File: config.mk
export PLATFORM = sky130hd
export DESIGN_NAME = cordic_sched_flat
export DESIGN_NICKNAME = d
export VERILOG_FILES = /design/src/rtl/cordic_sched_if.sv /design/src/rtl/cordic_sched.sv /design/src/flat_wrapper.sv
export SDC_FILE = /design/constraint.sdc
export NUM_CORES = 1
export LEC_CHECK = 0
export BUFFER_PORTS_ARGS = -buffer_cell sky130_fd_sc_hd__buf_4
export CAP_MARGIN = 10
export CORE_UTILIZATION = 45
export CTS_CLUSTER_DIAMETER = 60
export DETAILED_ROUTE_END_ITERATION = 10
export PLACE_DENSITY = 0.81
export SLEW_MARGIN = 10
export SYNTH_ARGS = -nofsm -noshare
export SYNTH_HDL_FRONTEND = slang
export SYNTH_SLANG_ARGS = --single-unit
File: constraint.sdc
create_clock -name i_clk -period 6.6 [get_ports i_clk]
set_clock_uncertainty 0.05 [all_clocks]
set_input_delay 0.99 -clock i_clk [delete_from_list [all_inputs] [get_ports i_clk]]
set_output_delay 0.99 -clock i_clk [all_outputs]
set_load 0.05 [all_outputs]
File: src/rtl/cordic_sched_if.sv
// cordic_sched_if: bundles the requester, engine and response signals of the
// shared CORDIC scheduler. The scheduler takes the slave modport and its
// environment takes the master modport.
// Optional feature: CORDIC_SCHED_WDOG_EN adds the o_err watchdog flag.
interface cordic_sched_if #(
  parameter int DW = 18
);
  logic          i_req0_valid;
  logic          i_req1_valid;
  logic          i_req0_mode;
  logic          i_req1_mode;
  logic [DW-1:0] i_req0_a;
  logic [DW-1:0] i_req0_b;
  logic [DW-1:0] i_req1_a;
  logic [DW-1:0] i_req1_b;
  logic          o_req0_ready;
  logic          o_req1_ready;
  logic          o_cor_valid;
  logic          o_cor_mode;
  logic [DW-1:0] o_cor_i1;
  logic [DW-1:0] o_cor_i2;
  logic          i_cor_valid;
  logic [DW-1:0] i_cor_out;
  logic          o_rsp0_valid;
  logic [DW-1:0] o_rsp0_data;
  logic          o_rsp1_valid;
  logic [DW-1:0] o_rsp1_data;
  logic          o_busy;
`ifdef CORDIC_SCHED_WDOG_EN
  logic          o_err;
`endif

  modport slave (
    input  i_req0_valid, i_req1_valid, i_req0_mode, i_req1_mode,
    input  i_req0_a, i_req0_b, i_req1_a, i_req1_b,
    output o_req0_ready, o_req1_ready,
    output o_cor_valid, o_cor_mode, o_cor_i1, o_cor_i2,
    input  i_cor_valid, i_cor_out,
    output o_rsp0_valid, o_rsp0_data, o_rsp1_valid, o_rsp1_data,
    output o_busy
`ifdef CORDIC_SCHED_WDOG_EN
    , output o_err
`endif
  );

  modport master (
    output i_req0_valid, i_req1_valid, i_req0_mode, i_req1_mode,
    output i_req0_a, i_req0_b, i_req1_a, i_req1_b,
    input  o_req0_ready, o_req1_ready,
    input  o_cor_valid, o_cor_mode, o_cor_i1, o_cor_i2,
    output i_cor_valid, i_cor_out,
    input  o_rsp0_valid, o_rsp0_data, o_rsp1_valid, o_rsp1_data,
    input  o_busy
`ifdef CORDIC_SCHED_WDOG_EN
    , input o_err
`endif
  );
endinterface

File: src/rtl/cordic_sched.sv
// cordic_sched: round-robin arbiter that shares one CORDIC engine (divide or
// square root) between two requesters. Accepts one operation at a time,
// launches it to the engine, waits for completion and returns the result to
// the owning requester.
// Optional feature: define CORDIC_SCHED_WDOG_EN to add a BUSY watchdog that
// gives up after TMO cycles, returns data 0 and pulses o_err.
//
// state | meaning
// IDLE  | waiting for a requester handshake; ready driven here only
// ISSUE | one-cycle launch of the latched operation to the engine
// BUSY  | waiting for the engine completion pulse
// RESP  | one-cycle response pulse to the owning requester
module cordic_sched #(
  parameter int DW  = 18,
  parameter int TMO = 31
) (
  input logic           i_clk,
  input logic           i_rst,
  cordic_sched_if.slave bus
);

  localparam logic [1:0] S_IDLE  = 2'd0;
  localparam logic [1:0] S_ISSUE = 2'd1;
  localparam logic [1:0] S_BUSY  = 2'd2;
  localparam logic [1:0] S_RESP  = 2'd3;

  logic [1:0]    state_q, state_d;
  logic          p_q, p_d;
  logic          owner_q, owner_d;
  logic          mode_q, mode_d;
  logic [DW-1:0] a_q, a_d;
  logic [DW-1:0] b_q, b_d;
  logic [DW-1:0] rsp0_data_q, rsp0_data_d;
  logic [DW-1:0] rsp1_data_q, rsp1_data_d;
  logic          rdy0, rdy1;

`ifdef CORDIC_SCHED_WDOG_EN
  localparam int         CW = (TMO > 1) ? $clog2(TMO) : 1;
  localparam logic [CW-1:0] CNT_TC = CW'(TMO - 1);
  logic          err_q, err_d;
  logic [CW-1:0] cnt_q, cnt_d;
`endif

  // Round-robin grant: p breaks ties, a lone valid requester always wins.
  always_comb begin
    rdy0 = (state_q == S_IDLE) && bus.i_req0_valid && (!bus.i_req1_valid || !p_q);
    rdy1 = (state_q == S_IDLE) && bus.i_req1_valid && (!bus.i_req0_valid ||  p_q);
  end

  // Next-state, operand latch, result capture and optional watchdog.
  always_comb begin
    state_d     = state_q;
    p_d         = p_q;
    owner_d     = owner_q;
    mode_d      = mode_q;
    a_d         = a_q;
    b_d         = b_q;
    rsp0_data_d = rsp0_data_q;
    rsp1_data_d = rsp1_data_q;
`ifdef CORDIC_SCHED_WDOG_EN
    err_d       = err_q;
    cnt_d       = cnt_q;
`endif
    case (state_q)
      S_IDLE: begin
        if (rdy0 || rdy1) begin
          state_d = S_ISSUE;
          owner_d = rdy1;
          p_d     = rdy0;
          mode_d  = rdy1 ? bus.i_req1_mode : bus.i_req0_mode;
          a_d     = rdy1 ? bus.i_req1_a    : bus.i_req0_a;
          b_d     = rdy1 ? bus.i_req1_b    : bus.i_req0_b;
        end
      end
      S_ISSUE: begin
        state_d = S_BUSY;
`ifdef CORDIC_SCHED_WDOG_EN
        cnt_d   = '0;
`endif
      end
      S_BUSY: begin
        if (bus.i_cor_valid) begin
          state_d = S_RESP;
          if (owner_q) rsp1_data_d = bus.i_cor_out;
          else         rsp0_data_d = bus.i_cor_out;
        end
`ifdef CORDIC_SCHED_WDOG_EN
        else if (cnt_q == CNT_TC) begin
          state_d = S_RESP;
          err_d   = 1'b1;
          if (owner_q) rsp1_data_d = '0;
          else         rsp0_data_d = '0;
        end else begin
          cnt_d = cnt_q + 1'b1;
        end
`endif
      end
      default: begin
        state_d = S_IDLE;
`ifdef CORDIC_SCHED_WDOG_EN
        err_d   = 1'b0;
`endif
      end
    endcase
  end

  // State registers; reset drops any in-flight operation.
  always_ff @(posedge i_clk or posedge i_rst) begin
    if (i_rst) begin
      state_q     <= S_IDLE;
      p_q         <= 1'b0;
      owner_q     <= 1'b0;
      mode_q      <= 1'b0;
      a_q         <= '0;
      b_q         <= '0;
      rsp0_data_q <= '0;
      rsp1_data_q <= '0;
`ifdef CORDIC_SCHED_WDOG_EN
      err_q       <= 1'b0;
      cnt_q       <= '0;
`endif
    end else begin
      state_q     <= state_d;
      p_q         <= p_d;
      owner_q     <= owner_d;
      mode_q      <= mode_d;
      a_q         <= a_d;
      b_q         <= b_d;
      rsp0_data_q <= rsp0_data_d;
      rsp1_data_q <= rsp1_data_d;
`ifdef CORDIC_SCHED_WDOG_EN
      err_q       <= err_d;
      cnt_q       <= cnt_d;
`endif
    end
  end

  // Outputs decode directly from state so pulses are exactly one cycle.
  always_comb begin
    bus.o_req0_ready = rdy0;
    bus.o_req1_ready = rdy1;
    bus.o_busy       = (state_q != S_IDLE);
    bus.o_cor_valid  = (state_q == S_ISSUE);
    bus.o_cor_mode   = mode_q;
    bus.o_cor_i1     = a_q;
    bus.o_cor_i2     = mode_q ? '0 : b_q;
    bus.o_rsp0_valid = (state_q == S_RESP) && !owner_q;
    bus.o_rsp1_valid = (state_q == S_RESP) &&  owner_q;
    bus.o_rsp0_data  = rsp0_data_q;
    bus.o_rsp1_data  = rsp1_data_q;
`ifdef CORDIC_SCHED_WDOG_EN
    bus.o_err        = (state_q == S_RESP) && err_q;
`endif
  end

endmodule

File: src/flat_wrapper.sv
// flat-port wrapper written by rule: the top's interface ports become plain ports
module cordic_sched_flat 
#(
  parameter int DW  = 18,
  parameter int TMO = 31
)
  (i_clk, i_rst, bus_i_req0_valid, bus_i_req1_valid, bus_i_req0_mode, bus_i_req1_mode, bus_i_req0_a, bus_i_req0_b, bus_i_req1_a, bus_i_req1_b, bus_o_req0_ready, bus_o_req1_ready, bus_o_cor_valid, bus_o_cor_mode, bus_o_cor_i1, bus_o_cor_i2, bus_i_cor_valid, bus_i_cor_out, bus_o_rsp0_valid, bus_o_rsp0_data, bus_o_rsp1_valid, bus_o_rsp1_data, bus_o_busy);
  cordic_sched_if #(.DW(DW)) bus_i ();
  input logic i_clk;
  input logic i_rst;
  input wire logic [$bits(bus_i.i_req0_valid)-1:0] bus_i_req0_valid;
  input wire logic [$bits(bus_i.i_req1_valid)-1:0] bus_i_req1_valid;
  input wire logic [$bits(bus_i.i_req0_mode)-1:0] bus_i_req0_mode;
  input wire logic [$bits(bus_i.i_req1_mode)-1:0] bus_i_req1_mode;
  input wire logic [$bits(bus_i.i_req0_a)-1:0] bus_i_req0_a;
  input wire logic [$bits(bus_i.i_req0_b)-1:0] bus_i_req0_b;
  input wire logic [$bits(bus_i.i_req1_a)-1:0] bus_i_req1_a;
  input wire logic [$bits(bus_i.i_req1_b)-1:0] bus_i_req1_b;
  output wire logic [$bits(bus_i.o_req0_ready)-1:0] bus_o_req0_ready;
  output wire logic [$bits(bus_i.o_req1_ready)-1:0] bus_o_req1_ready;
  output wire logic [$bits(bus_i.o_cor_valid)-1:0] bus_o_cor_valid;
  output wire logic [$bits(bus_i.o_cor_mode)-1:0] bus_o_cor_mode;
  output wire logic [$bits(bus_i.o_cor_i1)-1:0] bus_o_cor_i1;
  output wire logic [$bits(bus_i.o_cor_i2)-1:0] bus_o_cor_i2;
  input wire logic [$bits(bus_i.i_cor_valid)-1:0] bus_i_cor_valid;
  input wire logic [$bits(bus_i.i_cor_out)-1:0] bus_i_cor_out;
  output wire logic [$bits(bus_i.o_rsp0_valid)-1:0] bus_o_rsp0_valid;
  output wire logic [$bits(bus_i.o_rsp0_data)-1:0] bus_o_rsp0_data;
  output wire logic [$bits(bus_i.o_rsp1_valid)-1:0] bus_o_rsp1_valid;
  output wire logic [$bits(bus_i.o_rsp1_data)-1:0] bus_o_rsp1_data;
  output wire logic [$bits(bus_i.o_busy)-1:0] bus_o_busy;
  assign bus_i.i_req0_valid = bus_i_req0_valid;
  assign bus_i.i_req1_valid = bus_i_req1_valid;
  assign bus_i.i_req0_mode = bus_i_req0_mode;
  assign bus_i.i_req1_mode = bus_i_req1_mode;
  assign bus_i.i_req0_a = bus_i_req0_a;
  assign bus_i.i_req0_b = bus_i_req0_b;
  assign bus_i.i_req1_a = bus_i_req1_a;
  assign bus_i.i_req1_b = bus_i_req1_b;
  assign bus_o_req0_ready = bus_i.o_req0_ready;
  assign bus_o_req1_ready = bus_i.o_req1_ready;
  assign bus_o_cor_valid = bus_i.o_cor_valid;
  assign bus_o_cor_mode = bus_i.o_cor_mode;
  assign bus_o_cor_i1 = bus_i.o_cor_i1;
  assign bus_o_cor_i2 = bus_i.o_cor_i2;
  assign bus_i.i_cor_valid = bus_i_cor_valid;
  assign bus_i.i_cor_out = bus_i_cor_out;
  assign bus_o_rsp0_valid = bus_i.o_rsp0_valid;
  assign bus_o_rsp0_data = bus_i.o_rsp0_data;
  assign bus_o_rsp1_valid = bus_i.o_rsp1_valid;
  assign bus_o_rsp1_data = bus_i.o_rsp1_data;
  assign bus_o_busy = bus_i.o_busy;
  cordic_sched #(.DW(DW), .TMO(TMO)) u_core (.i_clk(i_clk), .i_rst(i_rst), .bus(bus_i));
endmodule
Yosys cells after proc, flatten, opt, wreduce, memory -nomap -nowiden
Cells that the tools add are included.
- bits of input ports: 97
- register bits: 77
- eq/ne operators: 5
- muxes and demuxes: 7
- reduce and logical (&&, ||, !) cells: 19
- bitwise operators: 1
- operators by type and width (operator ; count):
    2-to-1 mux 18 bit ; 3
    logical AND 1 bit ; 6
    one-hot mux 2 bit (3 select lines) ; 1
    AND reduction 3 bit ; 2
    == test 2 bit (second input constant) ; 2
    zero test 1 bit ; 4
    2-to-1 mux 2 bit ; 2
    inequality test 2 bit (second input constant) ; 2
    AND reduction 2 bit ; 2
    logical OR 1 bit ; 3
    == test 2 x 1 -> 1 bit (second input constant) ; 1
    zero test 2 bit ; 1
    nonzero test 2 bit ; 1
    2-to-1 mux 1 bit ; 1
    NOT 1 bit ; 1

Logic depth before layout (Yosys ltp)
Gate-level depths: netlist of run 1.
- word-level depth: 6
- depth in mapped cells: 7
- mapped depth without buffers: 5

Worst setup path after synthesis of run 1
No wires, ideal clock.
- path kind: input to output
- from: in bus_i_req1_valid
- to: out bus_o_req1_ready
- arrival time: 2081 ps
- slack: 3479 ps
- path buffers: 2
- data required time: 5560 ps
- cell stages on the path: 4
- cell sequence: nand2_2 > buf_6 > clkbuf_1 > nor2_1
- word-level cells in the longest chain between the ends: 2
- ends and longest elaborated chain (element ; line ; source):
    from (decl) ; flat_wrapper.sv:12 ; input wire logic [$bits(bus_i.i_req1_valid)-1:0] bus_i_req1_valid;
    logical AND 1 bit (2 in series) ; cordic_sched.sv:47 ; rdy1 = (state_q == S_IDLE) && bus.i_req1_valid && (!bus.i_req0_valid || p_q);
    to (decl) ; flat_wrapper.sv:20 ; output wire logic [$bits(bus_i.o_req1_ready)-1:0] bus_o_req1_ready;
No other way between the ends.

Worst setup path after layout of run 1
- from: reg u_core.state_q[0]
- to: out bus_o_req1_ready
- word-level cells in the longest chain between the ends: 3
- ends and longest elaborated chain (element ; line ; source):
    from (decl) ; cordic_sched.sv:27 ; logic [1:0] state_q, state_d;
    from (signal assigned) ; cordic_sched.sv:123 ; state_q <= state_d;
    zero test 2 bit ; cordic_sched.sv:47 ;
    logical AND 1 bit (2 in series) ; cordic_sched.sv:47 ;
No other way between the ends.

==> out/qor.yml, run 1 <==
reg2reg_slack_ps: 4280
ctsHoldBuffers: 0
cts_buffers: 9
synth-edff-count: 0
multiInputGateArea_um2: 1580
clk_pin_slew_ps: 80
leakage_uw: 0.00241
antenna_found_initial: 0
track_usage_pct: 19.8
ys_ff_latch: 77
r2r_end: "u_core.b_q[7]"
async_flop_share_pct: 100
maxCapViolations: 0
clk_path_buf_depth: 2
die_x_um: 92.4
syn_nets: 433
antennaDiodeCount: 0
syn-instance-count: 332
cts_setup_buffers: 0
detail-route-antenna-nets: 0
synth.distinct_cells: 28
worst_pin_slew_ps: 1020
drc: 0
crit_path_cell_trace: "inv_1 > ha_1 > nand2_2 > nor2_1 > buf_4"
critPathArrivalTime_ps: 2300
fin_crit_ps: 3340
start_util_pct: 47.1
grt_first_pass_wirelength_mm: 13.2
via_per_inst: 5.08
crit_required_ps: 5560
synthFlopType: "dfrtp_1"
syn_area_per_cell_um2: 11.1
coreArea_um2: 7810
avgRoutedWirePerCell_um: 14.0
ys_warn_count: 0
fin_setup_tns_ps: 0
areaGrowthSynthToFinish_pct: 41.3
crit_slowest_cell: "nand2_2"
cts_max_level: 3
whs_path_depth: 1
powerDensity_nw_per_um2: 591
status: "finished clean"
grt_pass1_vias: 2842
root_buffer: "clkbuf_8"
drt_iter0_markers: 82
grt_max_degree: 78
ir_worst_vdd_mv: 0.236
drt-total-wl_mm: 8.43
hold_viol: 0
dpl_worst_slack_ps: 3260
max_clock_freq_ghz: 0.299
reg2reg_depth: 5
num-fill-cells: 630
rsz0062_at_grt: "false"
nNetsFinal: 595
dieArea_um2: 8540
place_congestion: 0.748
cts-resized-gates: 0
num_vias: 3054
setup_ws_ps: 3260
die_h_um: 92.4
tritoncts: "done"
slew_violations: 0
clk_latency_ps: 320
cp_max_fo: 75
worstHoldStart: "u_core.bus.o_rsp0_data[11]"
seq_area_um2: 1930
drive_gt1_share_pct: 45.3
fin_crit_sh_pct: 50.6
criticalPathCategory: "flip-flop to output pin"
syn_area_um2: 3680
ys_seq_area_share_pct: 52.4
gr-total-overflow: 0
reg2reg_from: "u_core.state_q[0]"
clock-sinks: 77
cp-end-kind: "output pin"
crit_start: "u_core.state_q[0]"
portBuffers: 175
io_pins: 176
slew-limit-headroom_pct: 31.9
num_rows: 32
setup-violations-final: 0
cp_slowest_stage_delay_ps: 590
hpwl_mm: 6.14
whs_endpoint: "u_core.bus.o_rsp0_data[11]"
start_kind: "flip-flop"
dr.pass1.iters: 5
hold_path_class: "flip-flop to flip-flop"
-- synthesized netlist by cell type (all sizes together) (2+ instances only) --
master / instances / share of area [%]
o21ai: 38 / 5.2
nand2: 2 / 0.27
dfrtp: 77 / 52
a21o: 2 / 0.41
a31oi: 37 / 6.3
inv: 5 / 0.51
or3b: 37 / 8.8
buf: 15 / 2.9
nor2b: 20 / 3.6
mux2: 37 / 11
clkbuf: 12 / 1.3
ha: 4 / 1.4
nor2: 38 / 3.9
-- worst max-delay path by stage --
stage,endpoint,cells after the start
after floorplan,bus_o_req1_ready,4
after global placement,bus_o_req1_ready,4
after detailed placement,bus_o_req1_ready,4
after CTS,bus_o_req1_ready,5
after global routing,bus_o_req1_ready,5
final,bus_o_req1_ready,5
-- report_power, final --
group / switching [uW] / internal [uW]
clock: 164 / 196
combinational: 1260 / 600
sequential: 146 / 712
total: 1570 / 1510
-- layout by cell type, fill, tap and decap left out, types with 2 or more instances in the layout --
master	count
or3b_1	37
ha_1	4
nor2_1	38
mux2_1	11
mux2_2	26
nor2b_1	19
o21ai_1	9
clkinv_2	3
o21ai_0	29
clkbuf_8	11
a21o_1	2
inv_1	4
dfrtp_1	77
buf_4	178
a31oi_1	37
-- worst max-delay path: cells and delay by family, from the launching register on --
kind | cells | cell delay [ps]
adder cells (fa/ha/maj) | 1 | 270
AND/OR/NAND/NOR | 2 | 940
flip-flops | 1 | 410
buffers and inverters | 2 | 350
-- cells by family after synthesis --
family | share of synthesized area, %
muxes | 11.6
adders and majority gates | 1.36
and+or+nand+nor | 17.3
buffers and inverters | 4.69
DFF | 52.4
AOI/OAI and AO/OA | 12.7
-- sequential cells by signal, summed over array words and instances, names as in the netlist --
signal,count
u_core.b_q,18
u_core.bus.o_cor_i1,18
u_core.bus.o_cor_mode,1
u_core.bus.o_rsp0_data,18
u_core.bus.o_rsp1_data,18
u_core.owner_q,1
u_core.p_q,1
u_core.state_q,2
-- through the flow --
stage | hold slack (ps) | cells | cell area, um2 | util [%] | power [uW]
floorplan | 461 | 332 | 3680 | - | 2200
finish | 453 | 601 | 5200 | 66.6 | 3070
global placement | 425 | 585 | 4990 | 63.9 | 2690
global route | 462 | 601 | 5200 | 66.6 | 3240
detailed placement | 434 | 585 | 4990 | 63.9 | 2740
CTS | 453 | 601 | 5200 | 66.6 | 3100
-- layout make-up --
cell class / instances / share of cell area (%)
flip-flops and latches: 77 / 37.0
multi-input cells: 223 / 30.4
repair buffers: 178 / 25.7
clock buffers: 11 / 2.91
well taps: 102 / 2.45
clock inverters: 5 / 1.11
inverters: 5 / 0.385
-- layer usage --
metal	wire length [um]	up-vias	GRT usage (%)
li1	-	1508	-
met2	4180	127	33.8
met5	0	-	0
met4	72	0	7.29
met3	661	4	5.01
met1	3520	1415	24.2
(Power assumes the default switching activity.)
==> run 2: changes to the inputs <==
- ABC_AREA: default -> 1
- CORE_UTILIZATION: 45 -> 43
- PLACE_DENSITY: 0.81 -> 0.8
- clock period: 6.6 -> 3.05 ns (I/O delays scaled with it)
==> run 2 against run 1 <==
  * Design area rose by 3.6%
  * Die area rose by 10%
  * Flip-flop and latch count did not move
  * Setup slack got worse by 2500 ps
  * Clock power rose by 83%
  * First-iteration DRC count rose by 52%
  * Sequential power rose by 110%
  * Hold slack got worse by 340 ps
  * Largest cell class unchanged
  * Highest routed layer unchanged
==> out/qor.yml, run 2 <==
dieArea_um2: 9400
critPathArrivalTime_ps: 1780
slew_violations: 0
max_clock_freq_ghz: 0.438
ys_ff_latch: 77
crit_required_ps: 2540
crit_path_cell_trace: "inv_1 > ha_1 > nand2_1 > inv_2 > nand2_2 > inv_1 > buf_4"
synth.distinct_cells: 16
cts_setup_buffers: 0
cts-resized-gates: 0
synth_xor_area_share_pct: 0
root_buffer: "clkbuf_8"
antennaDiodeCount: 0
grt_first_pass_wirelength_mm: 16.5
placed_cells: 792
clk_latency_ps: 340
via_per_inst: 4.63
hold_path_class: "primary input to async pin"
async_flop_share_pct: 100
start_kind: "flip-flop"
drt-total-wl_mm: 9.83
grt_pass1_vias: 3735
reg2reg_depth: 9
detail-route-antenna-nets: 0
syn_area_um2: 3880
place_congestion: 0.776
post-synth-top-count-cell: "nand2_1"
maxCapViolations: 0
worst_pin_slew_ps: 656
layout_commonest_cell: "buf_4"
finalPower_uw: 6400
num_rows: 34
seq_area_um2: 1930
ir_worst_vdd_mv: 0.687
rsz0062_at_grt: "false"
cts_buffers: 9
drt_iter0_markers: 125
die_x_um: 97.0
io_pins: 176
slew-limit-headroom_pct: 56.3
synth-edff-count: 0
num-fill-cells: 757
nNetsFinal: 796
start_util_pct: 44.5
grt_max_degree: 40
clock-sinks: 77
path_delay_family: "buffers and inverters"
drc: 0
criticalPathCategory: "flip-flop to output pin"
track_usage_pct: 21.4
synth_compound_area_share_pct: 5.16
ys_top_cells_by_count: "nand2_1 (157), inv_1 (123), dfrtp_1 (77), nand3_1 (77), o21ai_0 (39)"
antenna_found_initial: 0
multiInputGateArea_um2: 1330
clk_path_buf_depth: 2
setup-violations-final: 0
coreArea_um2: 8720
final_cell_mix: "buf_4 (181), nand2_1 (157), inv_1 (122), nand3_1 (77), dfrtp_1 (77)"
hpwl_mm: 7.07
fin_crit_sh_pct: 74.9
drive_gt1_share_pct: 29.1
syn-instance-count: 530
syn_area_per_cell_um2: 7.32
synth_top_area_share_pct: 49.7
holdWs_ps: 117
critPathBufInv: 4
cp_slowest_stage_delay_ps: 420
synthSimpleGateAreaFrac_pct: 27.8
leakage_uw: 0.00330
fin_setup_tns_ps: 0
powerDensity_nw_per_um2: 1190
avgRoutedWirePerCell_um: 12.2
tritoncts: "done"
dr.pass1.iters: 4
cp_max_fo: 16
synth_fa_ha_area_share_pct: 1.29
syn_nets: 631
clk_pin_slew_ps: 80
crit_cells: 7
areaGrowthSynthToFinish_pct: 38.9
hold_viol: 0
die_h_um: 97.0
portBuffers: 175
synthMuxAreaShare_pct: 0
synth_top_family_by_area: "simple AND/OR/NAND/NOR gates"
cp-end-kind: "output pin"
synthFlopType: "dfrtp_1"
yosys.area.top_type: "dfrtp_1"
crit_slowest_cell: "dfrtp_1"
status: "finished clean"
gr-total-overflow: 0
instances_no_fill: 808
ctsHoldBuffers: 0
fin_crit_ps: 2280
ys_warn_count: 0
ys_seq_area_share_pct: 49.7
synth.area.top_cells: "dfrtp_1 (50%), nand2_1 (15%), inv_1 (12%)"
cp_common_cell: "inv_1"
cts_max_level: 3
num_vias: 3741
==> run 2: cell types whose count changed after synthesis, moves of 26 or more <==
cell / change
mux2_2: -26
nand2_1: +156
or3b_1: -37
a31oi_1: -37
inv_1: +118
nand3_1: +77
==> run 2: worst register-to-register path, delay by kind of cell, from the launching register on <==
family	cells	cell delay, ps
adders and majority gates	1	240
buffers and inverters	3	470
DFF	1	410
and+or+nand+nor	5	600
==> run 2: path summary, 6_finish.rpt <==
kind,start,to,slack [ps]
min in group i_clk,bus_i_cor_out[16],u_core.bus.o_rsp1_data[16],330
worst max register to register,u_core.state_q[0],u_core.bus.o_cor_i1[7],1170
worst min-delay path,i_rst,u_core.bus.o_rsp0_data[5],120
worst max-delay path,u_core.state_q[0],bus_o_req1_ready,770
worst min register to register,u_core.b_q[16],u_core.b_q[16],430
max in group asynchronous,i_rst,u_core.bus.o_cor_mode,2100
==> run 2: final cells by class <==
class,instances,share of cell area (%)
clock buffer,9,2.30
clock inverter,7,0.790
inverter,125,8.73
multi-input combinational,301,24.7
sequential,77,35.8
tap,108,2.51
timing repair buffer,181,25.2
==> run 2: kinds of logic (layout without fill, tap and decap cells) <==
kind of cell,Yosys count,after routing
adders and majority gates,4,4
and+or+nand+nor,257,257
buffers and inverters,152,322
DFF,77,77
AOI/OAI and AO/OA,40,40
==> run 2: routing by layer <==
metal	track usage, %	vias up	part of all wire [%]
met2	36.1	163	47
li1	-	1897	-
met3	6.21	9	10
met5	0	-	0
met1	26.2	1672	42
met4	7.46	0	0.85
==> run 2: power by group <==
group          internal, uW  switching, uW
logic                  1120           2800
clock network           289            369
registers              1510            317
total                  2920           3480
==> run 2: metrics by stage <==
stage / utilization [%] / cell area, um2 / setup WS, ps
6_report: 61.8 / 5390 / 765
5_1_grt: 61.8 / 5390 / 608
4_1_cts: 61.8 / 5390 / 724
3_5_place_dp: 59.9 / 5220 / 1120
3_3_place_gp: 59.9 / 5220 / 1190
2_1_floorplan: - / 3880 / 576
